$ cat config.mk
export PLATFORM = sky130hd
export DESIGN_NAME = endpoint_lookup_probe
export DESIGN_NICKNAME = d
export VERILOG_FILES = /design/src/rtl/ep_lookup_pkg.sv /design/src/rtl/ep_entry_decode.sv /design/src/rtl/endpoint_lookup_probe.sv
export SDC_FILE = /design/constraint.sdc
export NUM_CORES = 1
export LEC_CHECK = 0
export BUFFER_PORTS_ARGS = -buffer_cell sky130_fd_sc_hd__buf_2
export CAP_MARGIN = 20
export CORE_AREA = 2 2 158 160
export CTS_CLUSTER_SIZE = 25
export DETAILED_ROUTE_END_ITERATION = 8
export DIE_AREA = 0 0 160 162
export GPL_ROUTABILITY_DRIVEN = 0
export PLACE_DENSITY = 0.53
export RECOVER_POWER = 100
export SYNTH_ARGS = -nofsm -noshare
export SYNTH_HDL_FRONTEND = slang
export SYNTH_SLANG_ARGS = --single-unit
$ cat constraint.sdc
create_clock -name clk -period 3.03 [get_ports clk]
set_input_delay 0.606 -clock clk [delete_from_list [all_inputs] [get_ports clk]]
set_output_delay 0.606 -clock clk [all_outputs]
set_load 0.005 [all_outputs]
$ cat src/rtl/ep_lookup_pkg.sv
// ---------------------------------------------------------------------------
// ep_lookup_pkg
// Shared definitions for the IP->MAC endpoint resolver:
//   - entry field offsets, expressed as functions of the BRAM word width so
//     that any width >= 160 bits lays out the same way (MSB-first);
//   - the lookup FSM state encoding;
//   - ep_hash(), the XOR-fold hash from a 32-bit IP to a table index.
// No ports (package only).
// ---------------------------------------------------------------------------
package ep_lookup_pkg;

  // Lookup controller states.
  typedef enum logic [2:0] {
    ST_IDLE,
    ST_ISSUE,
    ST_WAIT,
    ST_CHECK,
    ST_RESP
  } ep_state_e;

  // Entry layout, MSB-first: valid flag, 31 ignored bits, IP, dst MAC,
  // src MAC, then any remaining low bits are ignored.
  function automatic int ep_valid_bit(input int w);
    return w - 1;
  endfunction

  function automatic int ep_ip_msb(input int w);
    return w - 33;
  endfunction

  function automatic int ep_ip_lsb(input int w);
    return w - 64;
  endfunction

  function automatic int ep_dmac_msb(input int w);
    return w - 65;
  endfunction

  function automatic int ep_dmac_lsb(input int w);
    return w - 112;
  endfunction

  function automatic int ep_smac_msb(input int w);
    return w - 113;
  endfunction

  function automatic int ep_smac_lsb(input int w);
    return w - 160;
  endfunction

  // XOR-fold of the IP into aw-bit chunks. Bit i of the IP lands in bit
  // (i mod aw) of the result, which is the same as zero-padding the IP to a
  // multiple of aw and XORing the chunks together. Only the low aw bits of
  // the return value are meaningful.
  function automatic logic [15:0] ep_hash(input logic [31:0] ip, input int aw);
    logic [15:0] h;
    h = '0;
    for (int i = 0; i < 32; i++) begin
      h[4'(i % aw)] = h[4'(i % aw)] ^ ip[i];
    end
    return h;
  endfunction

endpackage

$ cat src/rtl/ep_entry_decode.sv
// ---------------------------------------------------------------------------
// ep_entry_decode
// Purely combinational slice of one endpoint-table word into its fields.
// Shared with the table writer so both sides agree on the layout.
// Ports:
//   entry    in  W   raw table word
//   valid    out 1   entry holds a live endpoint
//   ip       out 32  endpoint IP address
//   dst_mac  out 48  destination MAC
//   src_mac  out 48  source MAC
// ---------------------------------------------------------------------------
module ep_entry_decode
  import ep_lookup_pkg::*;
#(
  parameter int W = 256
) (
  input  logic [W-1:0] entry,
  output logic         valid,
  output logic [31:0]  ip,
  output logic [47:0]  dst_mac,
  output logic [47:0]  src_mac
);

  localparam int VB       = ep_valid_bit(W);
  localparam int IP_MSB   = ep_ip_msb(W);
  localparam int IP_LSB   = ep_ip_lsb(W);
  localparam int DMAC_MSB = ep_dmac_msb(W);
  localparam int DMAC_LSB = ep_dmac_lsb(W);
  localparam int SMAC_MSB = ep_smac_msb(W);
  localparam int SMAC_LSB = ep_smac_lsb(W);

  assign valid   = entry[VB];
  assign ip      = entry[IP_MSB:IP_LSB];
  assign dst_mac = entry[DMAC_MSB:DMAC_LSB];
  assign src_mac = entry[SMAC_MSB:SMAC_LSB];

  // The gap between the valid flag and the IP, and any bits below the src
  // MAC, carry no meaning for lookups.
  logic unused_gap;
  assign unused_gap = ^entry[VB-1:IP_MSB+1];

  generate
    if (W > 160) begin : g_tail
      logic unused_tail;
      assign unused_tail = ^entry[SMAC_LSB-1:0];
    end
  endgenerate

endmodule

$ cat src/rtl/endpoint_lookup_probe.sv
// ---------------------------------------------------------------------------
// endpoint_lookup_probe
// Resolves a destination IP to its MAC pair by hashing into a BRAM endpoint
// table and linearly probing up to MAX_PROBES consecutive slots (wrapping at
// the end of the table). One lookup is in flight at a time.
//
// Optional feature macro: LOOKUP_STATS_EN
//   When defined, adds saturating 32-bit hit/miss/error counters that step
//   on each result handshake.
//
// Ports:
//   clk, rst                 clock, synchronous active-high reset
//   dst_ip/lookup_valid/lookup_ready   request handshake (ready only in IDLE)
//   result_valid/result_ready          result handshake (held until ready)
//   lookup_hit, lookup_error, dst_mac, src_mac, probe_count   result fields
//   bram_addr_b, bram_en_b, bram_dout_b  read-only BRAM port
//   stat_hits, stat_misses, stat_errors  (LOOKUP_STATS_EN only)
// ---------------------------------------------------------------------------
module endpoint_lookup_probe
  import ep_lookup_pkg::*;
#(
  parameter int ADDR_WIDTH      = 4,
  parameter int BRAM_DATA_WIDTH = 256,
  parameter int RD_LATENCY      = 1,
  parameter int MAX_PROBES      = 4
) (
  input  logic                       clk,
  input  logic                       rst,
  input  logic [31:0]                dst_ip,
  input  logic                       lookup_valid,
  output logic                       lookup_ready,
  output logic                       result_valid,
  input  logic                       result_ready,
  output logic                       lookup_hit,
  output logic                       lookup_error,
  output logic [47:0]                dst_mac,
  output logic [47:0]                src_mac,
  output logic [ADDR_WIDTH:0]        probe_count,
  output logic [ADDR_WIDTH-1:0]      bram_addr_b,
  output logic                       bram_en_b,
  input  logic [BRAM_DATA_WIDTH-1:0] bram_dout_b
`ifdef LOOKUP_STATS_EN
  ,
  output logic [31:0]                stat_hits,
  output logic [31:0]                stat_misses,
  output logic [31:0]                stat_errors
`endif
);

  localparam int CW = ADDR_WIDTH + 1;
  localparam logic [CW-1:0] PROBE_LIMIT = CW'(MAX_PROBES);
  // Last value of the wait counter before the read data is due; only
  // reachable when the BRAM has more than one cycle of latency.
  localparam logic [1:0] WAIT_LAST = (RD_LATENCY > 1) ? 2'(RD_LATENCY - 2) : 2'd0;

  ep_state_e             state_q, state_d;
  logic [31:0]           ip_q, ip_d;
  logic [ADDR_WIDTH-1:0] idx_q, idx_d;
  logic [CW-1:0]         probe_q, probe_d;
  logic [1:0]            wait_q, wait_d;
  logic                  result_valid_q, result_valid_d;
  logic                  hit_q, hit_d;
  logic                  error_q, error_d;
  logic [47:0]           dmac_q, dmac_d;
  logic [47:0]           smac_q, smac_d;
  logic [CW-1:0]         count_q, count_d;

  logic        ent_valid;
  logic [31:0] ent_ip;
  logic [47:0] ent_dmac;
  logic [47:0] ent_smac;

  ep_entry_decode #(
    .W(BRAM_DATA_WIDTH)
  ) u_decode (
    .entry  (bram_dout_b),
    .valid  (ent_valid),
    .ip     (ent_ip),
    .dst_mac(ent_dmac),
    .src_mac(ent_smac)
  );

  // Next-state logic for the probe controller. The result fields are only
  // rewritten when a CHECK reaches a decision, so after a result transfer
  // they keep showing the last answer until the next one is ready.
  always_comb begin
    state_d        = state_q;
    ip_d           = ip_q;
    idx_d          = idx_q;
    probe_d        = probe_q;
    wait_d         = wait_q;
    result_valid_d = result_valid_q;
    hit_d          = hit_q;
    error_d        = error_q;
    dmac_d         = dmac_q;
    smac_d         = smac_q;
    count_d        = count_q;

    case (state_q)
      ST_IDLE: begin
        if (lookup_valid) begin
          ip_d    = dst_ip;
          idx_d   = ADDR_WIDTH'(ep_hash(dst_ip, ADDR_WIDTH));
          probe_d = CW'(1);
          state_d = ST_ISSUE;
        end
      end

      ST_ISSUE: begin
        wait_d  = 2'd0;
        state_d = (RD_LATENCY > 1) ? ST_WAIT : ST_CHECK;
      end

      ST_WAIT: begin
        if (wait_q == WAIT_LAST) begin
          state_d = ST_CHECK;
        end else begin
          wait_d = wait_q + 2'd1;
        end
      end

      ST_CHECK: begin
        if (ent_valid && (ent_ip == ip_q)) begin
          hit_d          = 1'b1;
          error_d        = 1'b0;
          dmac_d         = ent_dmac;
          smac_d         = ent_smac;
          count_d        = probe_q;
          result_valid_d = 1'b1;
          state_d        = ST_RESP;
        end else if (!ent_valid || (probe_q == PROBE_LIMIT)) begin
          // An empty slot ends the chain as a miss; a full run of
          // occupied, non-matching slots is reported as an error.
          hit_d          = 1'b0;
          error_d        = ent_valid;
          dmac_d         = '0;
          smac_d         = '0;
          count_d        = probe_q;
          result_valid_d = 1'b1;
          state_d        = ST_RESP;
        end else begin
          idx_d   = idx_q + 1'b1;
          probe_d = probe_q + 1'b1;
          state_d = ST_ISSUE;
        end
      end

      ST_RESP: begin
        if (result_ready) begin
          result_valid_d = 1'b0;
          state_d        = ST_IDLE;
        end
      end

      default: begin
        state_d = ST_IDLE;
      end
    endcase
  end

  // Controller registers. Reset drops any lookup or pending result.
  always_ff @(posedge clk) begin
    if (rst) begin
      state_q        <= ST_IDLE;
      ip_q           <= '0;
      idx_q          <= '0;
      probe_q        <= '0;
      wait_q         <= '0;
      result_valid_q <= 1'b0;
      hit_q          <= 1'b0;
      error_q        <= 1'b0;
      dmac_q         <= '0;
      smac_q         <= '0;
      count_q        <= '0;
    end else begin
      state_q        <= state_d;
      ip_q           <= ip_d;
      idx_q          <= idx_d;
      probe_q        <= probe_d;
      wait_q         <= wait_d;
      result_valid_q <= result_valid_d;
      hit_q          <= hit_d;
      error_q        <= error_d;
      dmac_q         <= dmac_d;
      smac_q         <= smac_d;
      count_q        <= count_d;
    end
  end

  // The read strobe is a decode of the registered state, so it is high for
  // exactly the one ISSUE cycle of each probe.
  assign lookup_ready = (state_q == ST_IDLE);
  assign bram_en_b    = (state_q == ST_ISSUE);
  assign bram_addr_b  = idx_q;
  assign result_valid = result_valid_q;
  assign lookup_hit   = hit_q;
  assign lookup_error = error_q;
  assign dst_mac      = dmac_q;
  assign src_mac      = smac_q;
  assign probe_count  = count_q;

`ifdef LOOKUP_STATS_EN
  logic [31:0] hits_q, hits_d;
  logic [31:0] misses_q, misses_d;
  logic [31:0] errors_q, errors_d;
  logic        xfer;

  assign xfer = (state_q == ST_RESP) && result_ready;

  // Outcome counters step once per delivered result and stick at all-ones.
  always_comb begin
    hits_d   = hits_q;
    misses_d = misses_q;
    errors_d = errors_q;
    if (xfer) begin
      if (hit_q) begin
        if (hits_q != '1) hits_d = hits_q + 32'd1;
      end else if (error_q) begin
        if (errors_q != '1) errors_d = errors_q + 32'd1;
      end else begin
        if (misses_q != '1) misses_d = misses_q + 32'd1;
      end
    end
  end

  // Counter registers, cleared with the rest of the block.
  always_ff @(posedge clk) begin
    if (rst) begin
      hits_q   <= '0;
      misses_q <= '0;
      errors_q <= '0;
    end else begin
      hits_q   <= hits_d;
      misses_q <= misses_d;
      errors_q <= errors_d;
    end
  end

  assign stat_hits   = hits_q;
  assign stat_misses = misses_q;
  assign stat_errors = errors_q;
`endif

endmodule
After elaboration in Yosys (flattened, before gate mapping)
Cells that the tools add are included.
{ "totals": {"reg_bits": 150, "out_inout_bits": 110, "elab_cells": 99} }
{ "classes": {"add_sub_neg": 3, "n_eq_ne": 13, "mux": 29, "n_bitwise": 28, "reduce_logical": 15} }
{ "op_table": {"columns": ["cell", "n"], "rows": [
  ["$mux W48", 3],
  ["$eq A32 B32 Y1", 1],
  ["$xor A1 B1 Y1", 28],
  ["$mux W5", 5],
  ["$mux W3", 5],
  ["$pmux W3 S5", 1],
  ["$mux W4", 3],
  ["$ne A2 B2 Y1 const B", 6],
  ["$pmux W5 S2", 1],
  ["$pmux W4 S2", 1],
  ["$reduce_bool A2 Y1", 4],
  ["$mux W1", 7],
  ["$eq A3 B2 Y1 const B", 2],
  ["$reduce_and A2 Y1", 3],
  ["$reduce_and A3 Y1", 2],
  ["$add A5 B1 Y5 const B", 1],
  ["$eq A5 B3 Y1 const B", 1],
  ["$add A4 B1 Y4 const B", 1],
  ["$pmux W2 S2", 1],
  ["$reduce_and A4 Y1", 1],
  ["$eq A3 B1 Y1 const B", 1],
  ["$eq A3 B3 Y1 const B", 1],
  ["$logic_not A3 Y1", 1],
  ["$ne A3 B3 Y1 const B", 1],
  ["other kinds (7)", 7]
]} }

Depth between registers and ports, before layout
Gate-level depths: netlist (run 1).
{ "logic_depth": {"ltp_word": 9, "depth_mapped": 10} }

Modules after synthesis
A second synthesis (run 1) with hierarchy kept.
{ "hier_totals": {"hier_cells": 691, "area_unflattened_um2": 6656.4} }
{ "by_module_without_submodules": {"columns": ["mod", "n_inst", "cells_each", "area_per_inst_um2", "seq_area_each_um2"], "rows": [
  ["endpoint_lookup_probe", 1, 562, 5688.0, 3002.9],
  ["ep_entry_decode", 1, 129, 968.4, 0.0]
]} }

Worst setup path before layout (run 1)
Ideal clock, no wire load.
{ "synth_path": {"path_type": "input port to flip-flop", "start": "input port bram_dout_b[199]", "end": "register smac_q[18], in the netlist src_mac[18]", "setup_time_ps": 117, "t_arrival_ps": 2233, "required_ps": 2913, "path_slack_ps": 680, "stages": 9, "n_path_buf": 3, "path_cell_list": "xnor2_1 -> nand4_1 -> nor4_4 -> a21o_1 -> buf_2 -> a21oi_2 -> buf_2 -> buf_2 -> a22o_1"} }
{ "synth_between": {"elab_chain_len": 4, "elab_cells_between_ends": 5, "cone_classes": "eq/ne: 1; mux: 1; reduce/logical: 3"} }
{ "synth_lines": {"columns": ["element", "line", "rtl"], "rows": [
  ["from (decl)", "endpoint_lookup_probe.sv:41", "input logic [BRAM_DATA_WIDTH-1:0] bram_dout_b"],
  ["$eq A32 B32 Y1 *", "endpoint_lookup_probe.sv:123", "if (ent_valid && (ent_ip == ip_q)) begin"],
  ["$logic_and A1 B1 Y1 *", "endpoint_lookup_probe.sv:123", null],
  ["$reduce_bool A2 Y1 (no source line)", null, null],
  ["$reduce_and A2 Y1 (no source line)", null, null],
  ["to (signal assigned)", "endpoint_lookup_probe.sv:185", "smac_q <= smac_d;"],
  ["to (decl)", "endpoint_lookup_probe.sv:65", "logic [47:0] smac_q, smac_d;"]
]} }
Mark *: on every way between the ends. The rest lies on a longest branch, timed or not.
A chain may end at the register's enable or synchronous reset.

Worst setup path in the final report (run 1)
{ "layout_path": {"start": "register probe_q[0]", "end": "register idx_q[2], in the netlist bram_addr_b[2]"} }
{ "layout_between": {"elab_chain_len": 4} }
{ "layout_lines": {"columns": ["element", "line", "rtl"], "rows": [
  ["from (decl)", "endpoint_lookup_probe.sv:59", "logic [CW-1:0] probe_q, probe_d;"],
  ["from (signal assigned)", "endpoint_lookup_probe.sv:179", "probe_q <= probe_d;"],
  ["$eq A5 B3 Y1", "endpoint_lookup_probe.sv:131", "end else if (!ent_valid || (probe_q == PROBE_LIMIT)) begin"],
  ["$logic_or A1 B1 Y1", "endpoint_lookup_probe.sv:131", null],
  ["$ne A2 B2 Y1 (no source line)", null, null],
  ["$reduce_and A4 Y1 (no source line)", null, null],
  ["to (signal assigned)", "endpoint_lookup_probe.sv:178", "idx_q <= idx_d;"],
  ["to (decl)", "endpoint_lookup_probe.sv:58", "logic [ADDR_WIDTH-1:0] idx_q, idx_d;"]
]} }
Every way passes these cells.

==> impl_metrics.ini, run 1 <==
[sta]
final.setup.worst_slack_ns = 0.419
finalHoldWorstSlack_ns = 0.393
final_min_period_over_clock_period_pct = 86.2
worst-slew-pin-transition_ns = 0.859
finalSetupTns_ns = 0
max_transition_viols_final = 0
setup_viol = 0
hold_violations = 0
unrepaired_setup_endpoints_after_global_routing = false
max_freq_mhz = 383
post-route-min-period_ns = 2.61
max_slew_margin_pct = 42.7
finalClockSkew_ns = 0.0142

[global_routing]
grtUsageTotal_pct = 12.8
grt.overflow.total = 0
largest_net_degree_at_the_start_of_global_routing = 76
grt_antenna_before_repair = 1
grt_pass1_wl_microns = 26300
vias_in_the_first_global_route = 4850

[clocking]
count_of_instances_resized_after_the_clock_tree_is_built = 0
post_cts_buffers = 0
clock_tree_from_tritoncts = done
cts_max_level = 4
clkSinkCount = 150
clk_path_buf_depth = 2
clk_pin_slew_ns = 0.07
cts.root.buffer_cell = sky130_fd_sc_hd__clkbuf_16
ctsHoldBuffers = 0
clock_latency_on_the_worst_skew_pair_ns = 0.42
cts_made_buffers = 17

[setup_path]
critical_path_arrival_ns = 2.91
slowest_stage = sky130_fd_sc_hd__a21oi_1
critPathLaunchType = register
critPathBufInv = 1
critPathMaxStageDelay_ns = 0.67
critical-path-top-delay-family = compound AO/OA/AOI/OAI gates
worstPathMaxFanout = 12
worst_setup_ep_type = register
cp_cell_sequence = inv_1 > ha_1 > nor4bb_1 > nand2b_1 > or2_2 > a21oi_1 > nor3_1 > a221o_1
worstSetupPathType = register to register
required_ns = 3.33

[hold_path]
min-delay-path-class = input port to register

[detailed_routing]
viasPerCell = 4.29
route.antenna.remaining_nets = 0
routed-via-count = 5012
detail_route.wl_per_cell_microns = 14.5
detailedRoute.firstIterationViolations = 249
remaining_drcs = 0
detail_route.first_pass.iterations = 5
finalWirelength_microns = 16900

[power]
power.density_nw_per_um2 = 594
ir_worst_vdd_uv = 266
total_leakage_power_uw = 0.00325

[synth]
ys.flop_type = sky130_fd_sc_hd__dfxtp_1
synth_top_cells_by_count = 150 x sky130_fd_sc_hd__dfxtp_1, 96 x sky130_fd_sc_hd__a22o_1, 72 x sky130_fd_sc_hd__nand2_1, 62 x sky130_fd_sc_hd__xnor2_1, 47 x sky130_fd_sc_hd__a21oi_1
post_synth_num_cell_types = 38
synthAdderAreaFrac_pct = 0.875
synth_edf_count = 0
synth.avg_cell_area_sq_um = 10.1
synthXorXnorAreaFrac_pct = 9.80
synth_mux_area_share_pct = 0
synth_area_leaders = sky130_fd_sc_hd__dfxtp_1 53%, sky130_fd_sc_hd__a22o_1 15%, sky130_fd_sc_hd__xnor2_1 9.5%
synth_top_area_share_pct = 52.5
register_bit_count_reported_by_yosys = 150
syn_nets = 862
synth-warning-count = 0
syn_inst = 566
netlist_area_sq_um = 5720
simple_logic_cell_fraction_of_the_synthesized_area_pct = 10.9
synth_largest_area_cell = sky130_fd_sc_hd__dfxtp_1
synth.most_common_cell = sky130_fd_sc_hd__dfxtp_1
synth_compound_area_share_pct = 22.3
post_synthesis_sequential_area_ratio_pct = 52.5
synth_top_family_by_area = compound AO/OA/AOI/OAI gates
synthArstFlopShare_pct = 0

[place]
dp_hpwl_microns = 12200
placement.setup.worst_slack_ns = 0.262
buffer_ports.inserted = 274
place_inst = 1136

[finish]
num-nets-final = 1127
register_area_sq_um = 3000
syn_to_layout_area_delta_pct = 38.7
multiInputGateArea_sq_um = 2500
antenna_cells = 0
drive_above_1_share_pct = 29.3
layout.filler_cells = 2599
fin_cells = 1168

[floorplanning]
die-width_microns = 160
placementRows = 57
io_pins = 402
core_sq_um = 24100
die_h_microns = 162
initial_utilization_pct = 23.7
dieArea_sq_um = 25900

[flow_run]
timing.max_cap.violations = 0

[run_status]
status = finished clean
[cell families after synthesis]
logic type,after synthesis
buf+inv,49
fa+ha+maj,4
xor+xnor,64
compound gates,171
simple gates,128
flops,150
[final cells by class]
cell class | count | area share [%]
sequential | 150 | 37.9
clock buffer | 19 | 5.58
clock inverter | 13 | 1.85
inverter | 7 | 0.331
multi-input combinational | 367 | 31.6
timing repair buffer | 288 | 17.7
tap | 324 | 5.11
[stage by stage]
| step | power (uW) | util, % | cell area [sq um] |
|---|---|---|---|
| 2_1_floorplan | 2400 | - | 5720 |
| 3_3_place_gp | 2630 | 30.9 | 7460 |
| 3_5_place_dp | 2630 | 30.9 | 7460 |
| 4_1_cts | 4780 | 33.4 | 8050 |
| 5_1_grt | 4930 | 32.9 | 7930 |
| 6_report | 4710 | 32.9 | 7930 |
[report_power, final]
part | leakage, uW | internal (uW) | switching, uW
combinational | 0.00176 | 236 | 273
clock | 0.000278 | 1250 | 884
sequential | 0.00121 | 2020 | 46.5
total | 0.00325 | 3510 | 1200
[cell usage in the layout, fill, tap and decap left out, types with 4 or more instances in the layout]
| cell | instances |
|---|---|
| sky130_fd_sc_hd__inv_1 | 7 |
| sky130_fd_sc_hd__dfxtp_1 | 150 |
| sky130_fd_sc_hd__clkbuf_1 | 79 |
| sky130_fd_sc_hd__ha_1 | 4 |
| sky130_fd_sc_hd__nand2_1 | 72 |
| sky130_fd_sc_hd__nor2_1 | 12 |
| sky130_fd_sc_hd__a22o_1 | 96 |
| sky130_fd_sc_hd__buf_4 | 7 |
| sky130_fd_sc_hd__clkinvlp_4 | 4 |
| sky130_fd_sc_hd__nand4_1 | 8 |
| sky130_fd_sc_hd__a21oi_1 | 47 |
| sky130_fd_sc_hd__buf_2 | 197 |
| sky130_fd_sc_hd__clkbuf_16 | 17 |
| sky130_fd_sc_hd__nor3_1 | 13 |
| sky130_fd_sc_hd__a211oi_1 | 6 |
| sky130_fd_sc_hd__o21ai_0 | 10 |
| sky130_fd_sc_hd__xnor2_1 | 62 |
| sky130_fd_sc_hd__nand3_1 | 9 |
[registers in the layout, indices dropped and copies added (netlist names)]
register,count
probe_q,5
wait_q,2
dst_mac,48
src_mac,48
bram_addr_b,4
probe_count,5
lookup_hit,1
state_q,3
result_valid,1
ip_q,32
lookup_error,1
[layer usage]
| layer | routed length [microns] | GRT usage, % | part of all wire [%] | vias up |
|---|---|---|---|---|
| met5 | 13 | 0 | 0.077 | - |
| met4 | 297 | 4.91 | 1.8 | 2 |
| met3 | 959 | 3.96 | 5.7 | 15 |
| met2 | 7420 | 19.2 | 44 | 162 |
| met1 | 8250 | 17.3 | 49 | 2285 |
| li1 | - | - | - | 2548 |
[path summary, 6_finish.rpt]
path / slack, ns / start / depth (start not counted) / end
max reg2reg: 0.42 / probe_q[0] / 8 / bram_addr_b[2]
min: 0.39 / bram_dout_b[170] / 2 / dst_mac[26]
max: 0.42 / probe_q[0] / 8 / bram_addr_b[2]
min reg2reg: 0.45 / lookup_hit / 1 / lookup_hit
No activity file was read; power rests on OpenSTA's default activity.
==> run 2, diff against run 1 <==
==> constraint.sdc (replaced) <==
create_clock -name clk -period 3.03 [get_ports clk]
set_input_delay 0 -clock clk [delete_from_list [all_inputs] [get_ports clk]]
set_output_delay 0 -clock clk [all_outputs]
set_load 0.005 [all_outputs]
==> run 2 against run 1 <==
Net effect:
- wire length grew 10%
- via count grew 12%
- clock-buffer cell count grew 1
- largest power group unchanged
==> impl_metrics.ini, run 2 (same netlist as run 1, synthesis figures left out) <==
[finish]
mostFrequentLayoutCells = 192 x sky130_fd_sc_hd__buf_2, 150 x sky130_fd_sc_hd__dfxtp_1, 132 x sky130_fd_sc_hd__dlygate4sd3_1
drive_above_1_share_pct = 24.3
syn_to_layout_area_delta_pct = 61.3
antenna_cells = 0
layout.filler_cells = 2493
num-nets-final = 1257
mostFrequentLayoutCell = sky130_fd_sc_hd__buf_2

[sta]
finalSetupTns_ns = 0
final_min_period_over_clock_period_pct = 91.5
setup_viol = 0
worst-slew-pin-transition_ns = 1.35
unrepaired_setup_endpoints_after_global_routing = false
max_transition_viols_final = 0
max_slew_margin_pct = 10.0
finalClockSkew_ns = 0.0122
max_freq_mhz = 361
hold_violations = 0
post-route-min-period_ns = 2.77
finalHoldWorstSlack_ns = 0.0508

[setup_path]
critical_path_arrival_ns = 3.12
slowest_stage = sky130_fd_sc_hd__nor4_4
worst_setup_ep_type = register
critPathMaxStageDelay_ns = 0.59
required_ns = 3.38
cp_cell_sequence = xnor2_1 > nand4_1 > nor4_4 > a21o_1 > buf_4 > nand2_1 > a221oi_1 > dlygate4sd3_1
critPathLaunchType = register
worstPathMaxFanout = 7
worstSetupPathType = register to register

[clocking]
cts.root.buffer_cell = sky130_fd_sc_hd__clkbuf_16
ctsHoldBuffers = 132
clock_tree_from_tritoncts = done
cts_made_buffers = 17
post_cts_buffers = 0
count_of_instances_resized_after_the_clock_tree_is_built = 0
clkSinkCount = 150
cts_max_level = 4
clk_pin_slew_ns = 0.06
clk_path_buf_depth = 2
clock_latency_on_the_worst_skew_pair_ns = 0.41

[floorplanning]
io_pins = 402
placementRows = 57
die-width_microns = 160
die_h_microns = 162
dieArea_sq_um = 25900
core_sq_um = 24100
initial_utilization_pct = 23.7

[detailed_routing]
detail_route.first_pass.iterations = 7
detail_route.wl_per_cell_microns = 14.4
detailedRoute.firstIterationViolations = 314
viasPerCell = 4.32
finalWirelength_microns = 18600
routed-via-count = 5604
remaining_drcs = 0
route.antenna.remaining_nets = 0

[power]
switching_share_pct = 25.4
power.share.clock_pct = 43.7
p_seq_share_pct = 43.0
power_report.internal_total_uw = 3590
power.net_switching_uw = 1220
power.density_nw_per_um2 = 523
pwr-share-comb_pct = 13.2
ir_worst_vdd_uv = 365
total_leakage_power_uw = 0.00376

[global_routing]
largest_net_degree_at_the_start_of_global_routing = 74
vias_in_the_first_global_route = 5479
grt.overflow.total = 0
grt_pass1_wl_microns = 29000
grt_antenna_before_repair = 0
grtUsageTotal_pct = 13.9

[run_status]
status = finished clean

[place]
dp_hpwl_microns = 12300
buffer_ports.inserted = 274

[hold_path]
min-delay-path-class = input port to register

[flow_run]
timing.max_cap.violations = 0
[run 2: cell types whose count changed in the layout (fill, tap and decap cells not counted), moves of 2 or more]
cell,previous run,this run
sky130_fd_sc_hd__clkinv_2,2,0
sky130_fd_sc_hd__dlygate4sd3_1,0,132
sky130_fd_sc_hd__clkbuf_1,79,87
sky130_fd_sc_hd__clkinv_4,1,3
sky130_fd_sc_hd__buf_2,197,192
sky130_fd_sc_hd__buf_4,7,5
[run 2: worst paths after layout]
kind	from	cells past startpoint	slack, ns	to
max	ip_q[24]	8	0.26	state_q[2]
min	lookup_valid	4	0.05	state_q[0]
max reg2reg	ip_q[24]	8	0.26	state_q[2]
min reg2reg	lookup_hit	1	0.45	lookup_hit
[run 2: metal layers]
metal | vias up | GRT usage [%] | part of all wire, %
li1 | 2814 | - | -
met1 | 2579 | 18.2 | 46
met2 | 188 | 21.9 | 46
met3 | 23 | 3.80 | 5.7
met4 | 0 | 4.95 | 2.2
met5 | - | 0 | 0
[run 2: through the flow]
stage | power [uW] | setup slack (ns) | area (sq um) | utilization [%] | cells
detailed placement | 2630 | 0.561 | 7440 | 30.9 | 1134
CTS | 4910 | 0.298 | 9350 | 38.8 | 1298
global placement | 2620 | 0.559 | 7440 | 30.9 | 1134
finish | 4820 | 0.257 | 9220 | 38.3 | 1298
floorplan | 2400 | 0.964 | 5720 | - | 566
global route | 5050 | 0.0190 | 9220 | 38.3 | 1298
[run 2: power by group through the flow]
stage | combinational (uW) | sequential (uW) | clock [uW]
floorplan | 300 | 2100 | 0
global placement | 508 | 2120 | 0
detailed placement | 511 | 2120 | 0
CTS | 648 | 2070 | 2190
global route | 699 | 2080 | 2270
finish | 637 | 2070 | 2110
[run 2: critical path: cells and delay by family, from the launching register on]
family                    cells  cell delay (ns)
AOI/OAI and AO/OA             2             0.57
xor gates and xnor gates      1             0.18
buffers and inverters         2             0.75
DFF                           1             0.33
and+or+nand+nor               3             0.89
[run 2: area by class of cell]
| class | instances | area [sq um] | share of cell area, % |
|---|---|---|---|
| Sequential cell | 150 | 3000 | 32.6 |
| Timing Repair Buffer | 418 | 2710 | 29.3 |
| Multi-Input combinational cell | 367 | 2500 | 27.1 |
| Clock buffer | 20 | 437 | 4.73 |
| Tap cell | 324 | 405 | 4.40 |
| Clock inverter | 12 | 144 | 1.56 |
| Inverter | 7 | 26.3 | 0.285 |
